[config.mk]
export PLATFORM = sky130hd
export DESIGN_NAME = cms_pix28_cmd_decoder_flat
export DESIGN_NICKNAME = d
export VERILOG_FILES = /design/src/rtl/cms_pix28_cmd_if.sv /design/src/rtl/cms_pix28_cmd_decoder.sv /design/src/flat_wrapper.sv
export SDC_FILE = /design/constraint.sdc
export NUM_CORES = 1
export LEC_CHECK = 0
export BUFFER_PORTS_ARGS = -buffer_cell sky130_fd_sc_hd__buf_4
export CAP_MARGIN = 5
export CORE_ASPECT_RATIO = 1.1
export CORE_MARGIN = 3
export CORE_UTILIZATION = 40
export DETAILED_ROUTE_END_ITERATION = 8
export HOLD_SLACK_MARGIN = 0.03
export MAX_ROUTING_LAYER = met4
export RECOVER_POWER = 50
export SETUP_SLACK_MARGIN = 0.15
export SLEW_MARGIN = 30
export SYNTH_ARGS = -nofsm -noshare
export SYNTH_HDL_FRONTEND = slang
export SYNTH_SLANG_ARGS = --single-unit
[constraint.sdc]
create_clock -name fw_axi_clk -period 2.35 [get_ports fw_axi_clk]
set_clock_uncertainty 0.15 [all_clocks]
set_input_delay 0.47 -clock fw_axi_clk [delete_from_list [all_inputs] [get_ports fw_axi_clk]]
set_output_delay 0.47 -clock fw_axi_clk [all_outputs]
set_load 0.01 [all_outputs]
[src/rtl/cms_pix28_cmd_if.sv]
// Host-side command/read-back channel of the pix28 command decoder.
// Both directions use valid/ready: a word transfers on a rising edge where valid && ready, and the sender keeps valid and the word stable until then.
interface cms_pix28_cmd_if;
  logic        cmd_valid;
  logic [31:0] cmd_word;
  logic        cmd_ready;
  logic        rd_valid;
  logic [31:0] rd_word;
  logic        rd_ready;

  modport master (
    output cmd_valid, cmd_word, rd_ready,
    input  cmd_ready, rd_valid, rd_word
  );

  modport slave (
    input  cmd_valid, cmd_word, rd_ready,
    output cmd_ready, rd_valid, rd_word
  );
endinterface

[src/rtl/cms_pix28_cmd_decoder.sv]
// Front-end command decoder for the pix28 firmware: decodes host command words,
// holds static config, fires execute/array/reset strobes and keeps the sticky status word.
module cms_pix28_cmd_decoder #(
  parameter logic [3:0] FW_ID      = 4'h1,
  parameter int         RST_CYCLES = 8
) (
  input  logic        fw_axi_clk,
  input  logic        fw_rst_n,
  cms_pix28_cmd_if.slave host,
  output logic [23:0] cfg_static_0,
  output logic [23:0] cfg_static_1,
  output logic [23:0] exec_cfg,
  output logic        exec_start,
  input  logic        test_busy,
  input  logic [3:0]  test_done,
  output logic [2:0]  arr_wr_en,
  output logic [4:0]  arr_rd_req,
  output logic [23:0] arr_addr_data,
  input  logic        arr_rd_valid,
  input  logic [23:0] arr_rd_data,
  output logic        fw_rst_pulse,
  output logic [31:0] status,
  output logic [2:0]  dbg_state
);

  localparam logic [3:0] OP_NOOP           = 4'h0;
  localparam logic [3:0] OP_W_RST_FW       = 4'h1;
  localparam logic [3:0] OP_W_CFG_STATIC_0 = 4'h2;
  localparam logic [3:0] OP_R_CFG_STATIC_0 = 4'h3;
  localparam logic [3:0] OP_W_CFG_STATIC_1 = 4'h4;
  localparam logic [3:0] OP_R_CFG_STATIC_1 = 4'h5;
  localparam logic [3:0] OP_W_CFG_ARRAY_0  = 4'h6;
  localparam logic [3:0] OP_R_CFG_ARRAY_0  = 4'h7;
  localparam logic [3:0] OP_W_CFG_ARRAY_1  = 4'h8;
  localparam logic [3:0] OP_R_CFG_ARRAY_1  = 4'h9;
  localparam logic [3:0] OP_W_CFG_ARRAY_2  = 4'hA;
  localparam logic [3:0] OP_R_CFG_ARRAY_2  = 4'hB;
  localparam logic [3:0] OP_R_DATA_ARRAY_0 = 4'hC;
  localparam logic [3:0] OP_R_DATA_ARRAY_1 = 4'hD;
  localparam logic [3:0] OP_W_STATUS_CLEAR = 4'hE;
  localparam logic [3:0] OP_W_EXECUTE      = 4'hF;

  localparam logic [3:0] FIRMWARE_ID_2 = 4'h2;
  localparam int         CW = (RST_CYCLES > 1) ? $clog2(RST_CYCLES) : 1;

  typedef enum logic [2:0] {
    S_IDLE, S_DECODE, S_RD_RESP, S_ARR_WAIT, S_RST_HOLD
  } state_t;

  state_t        state, state_n;
  logic [31:0]   cmd_q;
  logic [31:0]   rd_word_q;
  logic [CW-1:0] rst_cnt;

  logic [3:0]  op;
  logic [23:0] body;
  logic [3:0]  test_num;
  logic        cmd_hit, test_num_ok;
  logic        do_rst, do_wcfg0, do_wcfg1, do_clear, exec_ok, arr_op;
  logic        rd_load_static, rd_load_arr;
  logic [2:0]  arr_wr_n;
  logic [4:0]  arr_rd_n;
  logic [31:0] set_bits, status_n;

  assign op   = cmd_q[27:24];
  assign body = cmd_q[23:0];

  assign host.cmd_ready = (state == S_IDLE);
  assign host.rd_valid  = (state == S_RD_RESP);
  assign host.rd_word   = rd_word_q;
  assign dbg_state      = state;

  always_ff @(posedge fw_axi_clk) begin
    if (!fw_rst_n) state <= S_IDLE;
    else           state <= state_n;
  end

  always_comb begin
    state_n        = state;
    cmd_hit        = (cmd_q[31:28] == FW_ID) && (op != OP_NOOP);
    test_num       = (FW_ID == FIRMWARE_ID_2) ? body[15:12] : body[17:14];
    test_num_ok    = 1'b0;
    do_rst         = 1'b0;
    do_wcfg0       = 1'b0;
    do_wcfg1       = 1'b0;
    do_clear       = 1'b0;
    exec_ok        = 1'b0;
    arr_op         = 1'b0;
    rd_load_static = 1'b0;
    rd_load_arr    = 1'b0;
    arr_wr_n       = 3'b000;
    arr_rd_n       = 5'b00000;
    set_bits       = 32'h0;

    case (test_num)
      4'd1, 4'd2, 4'd3, 4'd4, 4'd8: test_num_ok = 1'b1;
      default:                      test_num_ok = 1'b0;
    endcase

    case (state)
      S_IDLE: if (host.cmd_valid) state_n = S_DECODE;
      S_DECODE: begin
        state_n = S_IDLE;
        if (cmd_hit) begin
          // Ops 1..13 each own the status bit one below their opcode.
          if (op <= OP_R_DATA_ARRAY_1) set_bits[op - 4'd1] = 1'b1;
          case (op)
            OP_W_RST_FW:       begin do_rst = 1'b1; state_n = S_RST_HOLD; end
            OP_W_CFG_STATIC_0: do_wcfg0 = 1'b1;
            OP_W_CFG_STATIC_1: do_wcfg1 = 1'b1;
            OP_R_CFG_STATIC_0,
            OP_R_CFG_STATIC_1: begin rd_load_static = 1'b1; state_n = S_RD_RESP; end
            OP_W_CFG_ARRAY_0:  begin arr_op = 1'b1; arr_wr_n = 3'b001; end
            OP_W_CFG_ARRAY_1:  begin arr_op = 1'b1; arr_wr_n = 3'b010; end
            OP_W_CFG_ARRAY_2:  begin arr_op = 1'b1; arr_wr_n = 3'b100; end
            OP_R_CFG_ARRAY_0:  begin arr_op = 1'b1; arr_rd_n = 5'b00001; state_n = S_ARR_WAIT; end
            OP_R_CFG_ARRAY_1:  begin arr_op = 1'b1; arr_rd_n = 5'b00010; state_n = S_ARR_WAIT; end
            OP_R_CFG_ARRAY_2:  begin arr_op = 1'b1; arr_rd_n = 5'b00100; state_n = S_ARR_WAIT; end
            OP_R_DATA_ARRAY_0: begin arr_op = 1'b1; arr_rd_n = 5'b01000; state_n = S_ARR_WAIT; end
            OP_R_DATA_ARRAY_1: begin arr_op = 1'b1; arr_rd_n = 5'b10000; state_n = S_ARR_WAIT; end
            OP_W_STATUS_CLEAR: do_clear = 1'b1;
            OP_W_EXECUTE: begin
              if (test_busy || !test_num_ok) set_bits[31] = 1'b1;
              else begin exec_ok = 1'b1; set_bits[13] = 1'b1; end
            end
            default: state_n = S_IDLE;
          endcase
        end
      end
      S_ARR_WAIT: if (arr_rd_valid) begin rd_load_arr = 1'b1; state_n = S_RD_RESP; end
      S_RD_RESP:  if (host.rd_ready) state_n = S_IDLE;
      S_RST_HOLD: if (rst_cnt == '0) state_n = S_IDLE;
      default:    state_n = S_IDLE;
    endcase

    // Set beats clear: fresh bits and test_done pulses land on top of a clear.
    status_n          = (do_clear || do_rst) ? 32'h0 : status;
    status_n          = status_n | set_bits;
    status_n[17:14]   = status_n[17:14] | test_done;
  end

  always_ff @(posedge fw_axi_clk) begin
    if (!fw_rst_n) begin
      cmd_q         <= 32'h0;
      rd_word_q     <= 32'h0;
      cfg_static_0  <= 24'h0;
      cfg_static_1  <= 24'h0;
      exec_cfg      <= 24'h0;
      exec_start    <= 1'b0;
      arr_wr_en     <= 3'b000;
      arr_rd_req    <= 5'b00000;
      arr_addr_data <= 24'h0;
      fw_rst_pulse  <= 1'b0;
      rst_cnt       <= '0;
      status        <= 32'h0;
    end else begin
      exec_start <= exec_ok;
      arr_wr_en  <= arr_wr_n;
      arr_rd_req <= arr_rd_n;
      status     <= status_n;
      if (state == S_IDLE && host.cmd_valid) cmd_q <= host.cmd_word;
      if (do_rst) begin
        cfg_static_0 <= 24'h0;
        cfg_static_1 <= 24'h0;
        exec_cfg     <= 24'h0;
      end
      if (do_wcfg0) cfg_static_0 <= body;
      if (do_wcfg1) cfg_static_1 <= body;
      if (exec_ok)  exec_cfg     <= body;
      if (arr_op)   arr_addr_data <= body;
      if (rd_load_static)
        rd_word_q <= {cmd_q[31:24], (op == OP_R_CFG_STATIC_1) ? cfg_static_1 : cfg_static_0};
      if (rd_load_arr)
        rd_word_q <= {cmd_q[31:24], arr_rd_data};
      // Pulse rises with the decode and drops on the edge the counter is seen at zero.
      if (do_rst) begin
        fw_rst_pulse <= 1'b1;
        rst_cnt      <= CW'(RST_CYCLES - 1);
      end else if (state == S_RST_HOLD) begin
        if (rst_cnt == '0) fw_rst_pulse <= 1'b0;
        else               rst_cnt      <= rst_cnt - 1'b1;
      end
    end
  end

endmodule

[src/flat_wrapper.sv]
// flat-port wrapper written by rule: the top's interface ports become plain ports
module cms_pix28_cmd_decoder_flat 
#(
  parameter logic [3:0] FW_ID      = 4'h1,
  parameter int         RST_CYCLES = 8
)
  (fw_axi_clk, fw_rst_n, cfg_static_0, cfg_static_1, exec_cfg, exec_start, test_busy, test_done, arr_wr_en, arr_rd_req, arr_addr_data, arr_rd_valid, arr_rd_data, fw_rst_pulse, status, dbg_state, host_cmd_valid, host_cmd_word, host_rd_ready, host_cmd_ready, host_rd_valid, host_rd_word);
  cms_pix28_cmd_if host_i ();
  input  logic fw_axi_clk;
  input  logic fw_rst_n;
  output logic [23:0] cfg_static_0;
  output logic [23:0] cfg_static_1;
  output logic [23:0] exec_cfg;
  output logic exec_start;
  input  logic test_busy;
  input  logic [3:0] test_done;
  output logic [2:0] arr_wr_en;
  output logic [4:0] arr_rd_req;
  output logic [23:0] arr_addr_data;
  input  logic arr_rd_valid;
  input  logic [23:0] arr_rd_data;
  output logic fw_rst_pulse;
  output logic [31:0] status;
  output logic [2:0] dbg_state;
  input wire logic [$bits(host_i.cmd_valid)-1:0] host_cmd_valid;
  input wire logic [$bits(host_i.cmd_word)-1:0] host_cmd_word;
  input wire logic [$bits(host_i.rd_ready)-1:0] host_rd_ready;
  output wire logic [$bits(host_i.cmd_ready)-1:0] host_cmd_ready;
  output wire logic [$bits(host_i.rd_valid)-1:0] host_rd_valid;
  output wire logic [$bits(host_i.rd_word)-1:0] host_rd_word;
  assign host_i.cmd_valid = host_cmd_valid;
  assign host_i.cmd_word = host_cmd_word;
  assign host_i.rd_ready = host_rd_ready;
  assign host_cmd_ready = host_i.cmd_ready;
  assign host_rd_valid = host_i.rd_valid;
  assign host_rd_word = host_i.rd_word;
  cms_pix28_cmd_decoder #(.FW_ID(FW_ID), .RST_CYCLES(RST_CYCLES)) u_core (.fw_axi_clk(fw_axi_clk), .fw_rst_n(fw_rst_n), .host(host_i), .cfg_static_0(cfg_static_0), .cfg_static_1(cfg_static_1), .exec_cfg(exec_cfg), .exec_start(exec_start), .test_busy(test_busy), .test_done(test_done), .arr_wr_en(arr_wr_en), .arr_rd_req(arr_rd_req), .arr_addr_data(arr_addr_data), .arr_rd_valid(arr_rd_valid), .arr_rd_data(arr_rd_data), .fw_rst_pulse(fw_rst_pulse), .status(status), .dbg_state(dbg_state));
endmodule
==> results.md <==
* Pre-Repair DR Iteration Count at 4
* Clock power share at 42.8%
* Worst setup margin at 0.202 ns
* Slowest Stage Delay on Critical Path at 0.37 ns
* Syn. warnings at 0
* Routed Antenna Nets at 0
* Max-capacitance violation count at 0
* Post-Syn Area at 7820 um2
* Clk sinks at 195
* Met3 wire length at 1290 um
* Period minus WS final at 2.15 ns
* Sequential cell area at 3900 um2
* DRC Markers at 0
* Top FF cell, synth: dfxtp_1
* CP max FO at 25
* Top cells by area, synth: dfxtp_1 50%, mux2i_1 9.9%, nor2b_1 5.8%, nand2_1 4.9%, a21boi_0 3.6%
* Finish-stage setup viols at 0
* Slew Limit Fails at 0
* Setup slack at placement at 0.187 ns
* Hold bufs inserted after CTS at 0
* Power per cell area at 681 nW/um2
* Cell internal pwr at 5.11 mW
* Remaining global-route overflow at 0
* CP top delay family: buffers and inverters
* TritonCTS clock tree: yes
* Critical Path End Type: flip-flop
* Final hold violations at 0
* Yosys top cell by area: dfxtp_1
* Iteration-0 DRC Markers at 315
* DIE AREA at 21,300 um2
* Core area at 19,200 um2
* Met1 wire length at 10,500 um
* Tcrit/Tclk final at 91.4%
* Clock Root Buffer: clkbuf_16
* Vias in the first global route at 6,241
* Highest routed layer: met4
* Post-route setup TNS at 0 ns
* Initial cell density of the core at 40.8%
* Vias/cell at 5.18
* Peak supply drop at 0.497 mV
* Row Count at 53
* Setup Crit Path Kind: reg2reg
* Max Root-Sink Buffers at 2
* Share of the synthesized area in the top cell type at 49.9%
* # diodes at 0
* Yosys reg bits at 195
* First-pass GRT wire length at 35,700 um
* Signal arrival time at the worst endpoint at 2.32 ns
* Initial antenna violation count at 0
* Final WL at 23,100 um
* Worst EP required at 2.52 ns
* Global Route Usage Sum at 21.6%
* Cell count after synthesis at 793
* Sequential fraction of the synthesis area at 49.9%
* Relative slew slack at 54.7%
* Worst path cell trace: buf_4 -> nor4bb_4 -> buf_12 -> mux2i_1 -> nor3_1 -> a221o_1
* Hpwl dp at 16,200 um
* Ys async rst share at 0%
* Reg power frac at 51.2%
* Commonest cells in the netlist: 195 x dfxtp_1, 103 x nand2_1, 77 x mux2i_1, 72 x nor2b_1, 46 x clkbuf_1
* Yosys cell types at 49
* Via Count at 6,522
* IO Count at 241
* RSZ-0062 raised after global routing: true
* Clk_lat worst skew at 0.43 ns
* Fmax at 465 MHz
* Die W at 139 um
* Slowest stage cell, crit path: dfxtp_1
* Post-layout nets at 1,069
* Syn avg cell area at 9.86 um2
* Multi-input logic area at 3570 um2
* Die height at 153 um
* Hold WC Path Type: in2reg
* Fillers at 1,980
* Post-synth EDFFs at 0
* P_sw at 1.56 mW
* Most common cell in the netlist: dfxtp_1
* Routed length on met2 at 10,800 um
* Sw Ratio at 23.4%
* Post-CTS setup repair buffer count at 0
* Startpoint Class: flip-flop
* Share of post-route cells with drive strength above 1 at 14.0%
* Global placer's final weighted congestion at 0.818
* Largest net degree at the start of global routing at 108
* Outcome: finished clean
* PortBufs at 227
* Clock slew at reported path FFs at 0.07 ns
* Final Util at 51.1%
* Worst-Margin Slew at 0.679 ns
* Layout area overhead at 25.4%
* CTS Buf Count at 17
* Routed len/inst at 18.3 um
* Part of the power in combinational logic at 6.0%
* Buf+Inv Stages, Crit Path at 2
* Leak at 3.69 nW
* H-Tree Depth at 4
[area by class of cell]
class / count / share of cell area (%)
Sequential cell: 195 / 39.8
Multi-Input combinational cell: 522 / 36.4
Timing Repair Buffer: 260 / 14.5
Clock buffer: 22 / 4.94
Tap cell: 247 / 3.15
Clock inverter: 9 / 0.983
Inverter: 5 / 0.191
[final timing paths]
| path | start | endpoint | slack (ns) | depth (start not counted) |
|---|---|---|---|---|
| hold reg to reg | u_core.host.rd_word[31]$_SDFFE_PN0P_ | u_core.host.rd_word[31]$_SDFFE_PN0P_ | 0.31 | 2 |
| setup reg to reg | u_core.cmd_q[25]$_SDFFE_PN0P_ | u_core.host.rd_word[12]$_SDFFE_PN0P_ | 0.20 | 6 |
| setup / recovery | u_core.cmd_q[25]$_SDFFE_PN0P_ | u_core.host.rd_word[12]$_SDFFE_PN0P_ | 0.20 | 6 |
| hold / removal | arr_rd_data[14] | u_core.host.rd_word[14]$_SDFFE_PN0P_ | 0.11 | 2 |
[cells in the final DEF, fill, tap and decap left out, types with 2 or more instances in the layout]
master      synthesis  final
nor3_1             29     28
a32oi_1            10     10
ha_1                2      2
mux2i_1            77     76
and2_1              5      3
nand3_1            29     29
nor2b_1            72     72
clkbuf_8            0      4
a21oi_1             7      7
a22oi_1            27     27
buf_4              16     91
clkinv_4            0      2
and3_1              5      5
nand2_1           103    103
inv_6               0      2
clkinvlp_4          0      2
nand4_1             5      5
dfxtp_1           195    195
conb_1              1     13
a221o_1            24     24
nand2b_1            2      2
a21boi_0           38     38
nor3b_1             2      2
clkbuf_1           46    162
inv_1               5      5
clkbuf_16           0     17
buf_12              0      6
o21a_1              4      4
xor2_1              3      3
a22o_1             24     24
nor2_1             11     10
and4_1              3      3
o21ai_0             7      7
[layer usage]
metal / vias up / track usage, %
met5: - / -
met4: 0 / 6.90
met3: 29 / 4.68
met2: 195 / 33.1
met1: 3089 / 28.6
li1: 3209 / -
[through the flow]
| stage | hold WS [ns] | std cells | power, mW | instance area (um2) |
|---|---|---|---|---|
| 6_report | 0.112 | 1260 | 6.67 | 9800 |
| 3_3_place_gp | 0.302 | 1229 | 3.90 | 9810 |
| 5_1_grt | 0.0943 | 1260 | 6.93 | 9800 |
| 3_5_place_dp | 0.305 | 1229 | 3.90 | 9820 |
| 2_1_floorplan | 0.292 | 805 | 3.70 | 7860 |
| 4_1_cts | 0.0944 | 1260 | 6.74 | 10400 |
[flip-flops by register name, indices dropped and copies added, names as in the netlist]
name                  count
u_core.rst_cnt            3
u_core.exec_cfg          24
u_core.cfg_static_0      24
u_core.status            19
u_core.host.rd_word      32
u_core.cmd_q             32
u_core.dbg_state          3
u_core.arr_wr_en          3
u_core.arr_addr_data     24
u_core.exec_start         1
u_core.cfg_static_1      24
u_core.fw_rst_pulse       1
u_core.arr_rd_req         5
[logic make-up (layout without fill, tap and decap cells)]
family / Yosys count / in the layout / share of synthesized area [%]
XOR/XNOR: 4 / 4 / 0.448
other: 1 / 13 / 0.0480
AO/OA/AOI/OAI: 153 / 153 / 15.8
multiplexers: 77 / 77 / 9.86
flip-flops: 195 / 195 / 49.9
adder cells (fa/ha/maj): 2 / 2 / 0.320
buffers and inverters: 88 / 296 / 5.57
AND/OR/NAND/NOR: 273 / 273 / 18.1
[worst register-to-register path, delay by kind of cell, from the launching register on]
kind                   cells  cell delay, ns
AND/OR/NAND/NOR            2            0.42
AO/OA/AOI/OAI              1            0.27
flip-flops                 1            0.37
multiplexers               1            0.36
buffers and inverters      2            0.47
[power by group through the flow]
| stage | clock [mW] | sequential (mW) | combinational (mW) |
|---|---|---|---|
| 2_1_floorplan | 0 | 3.45 | 0.250 |
| 3_3_place_gp | 0 | 3.49 | 0.407 |
| 3_5_place_dp | 0 | 3.49 | 0.410 |
| 4_1_cts | 2.92 | 3.41 | 0.412 |
| 5_1_grt | 3.07 | 3.42 | 0.441 |
| 6_report | 2.86 | 3.41 | 0.400 |
[what timing repair did]
item | in CTS | in global routing
gates resized for setup | 0 | 3
endpoints found under the hold margin | 0 | 0
endpoints found under the setup margin | 0 | 4
Note: power is estimated with default switching activity, not from simulation.
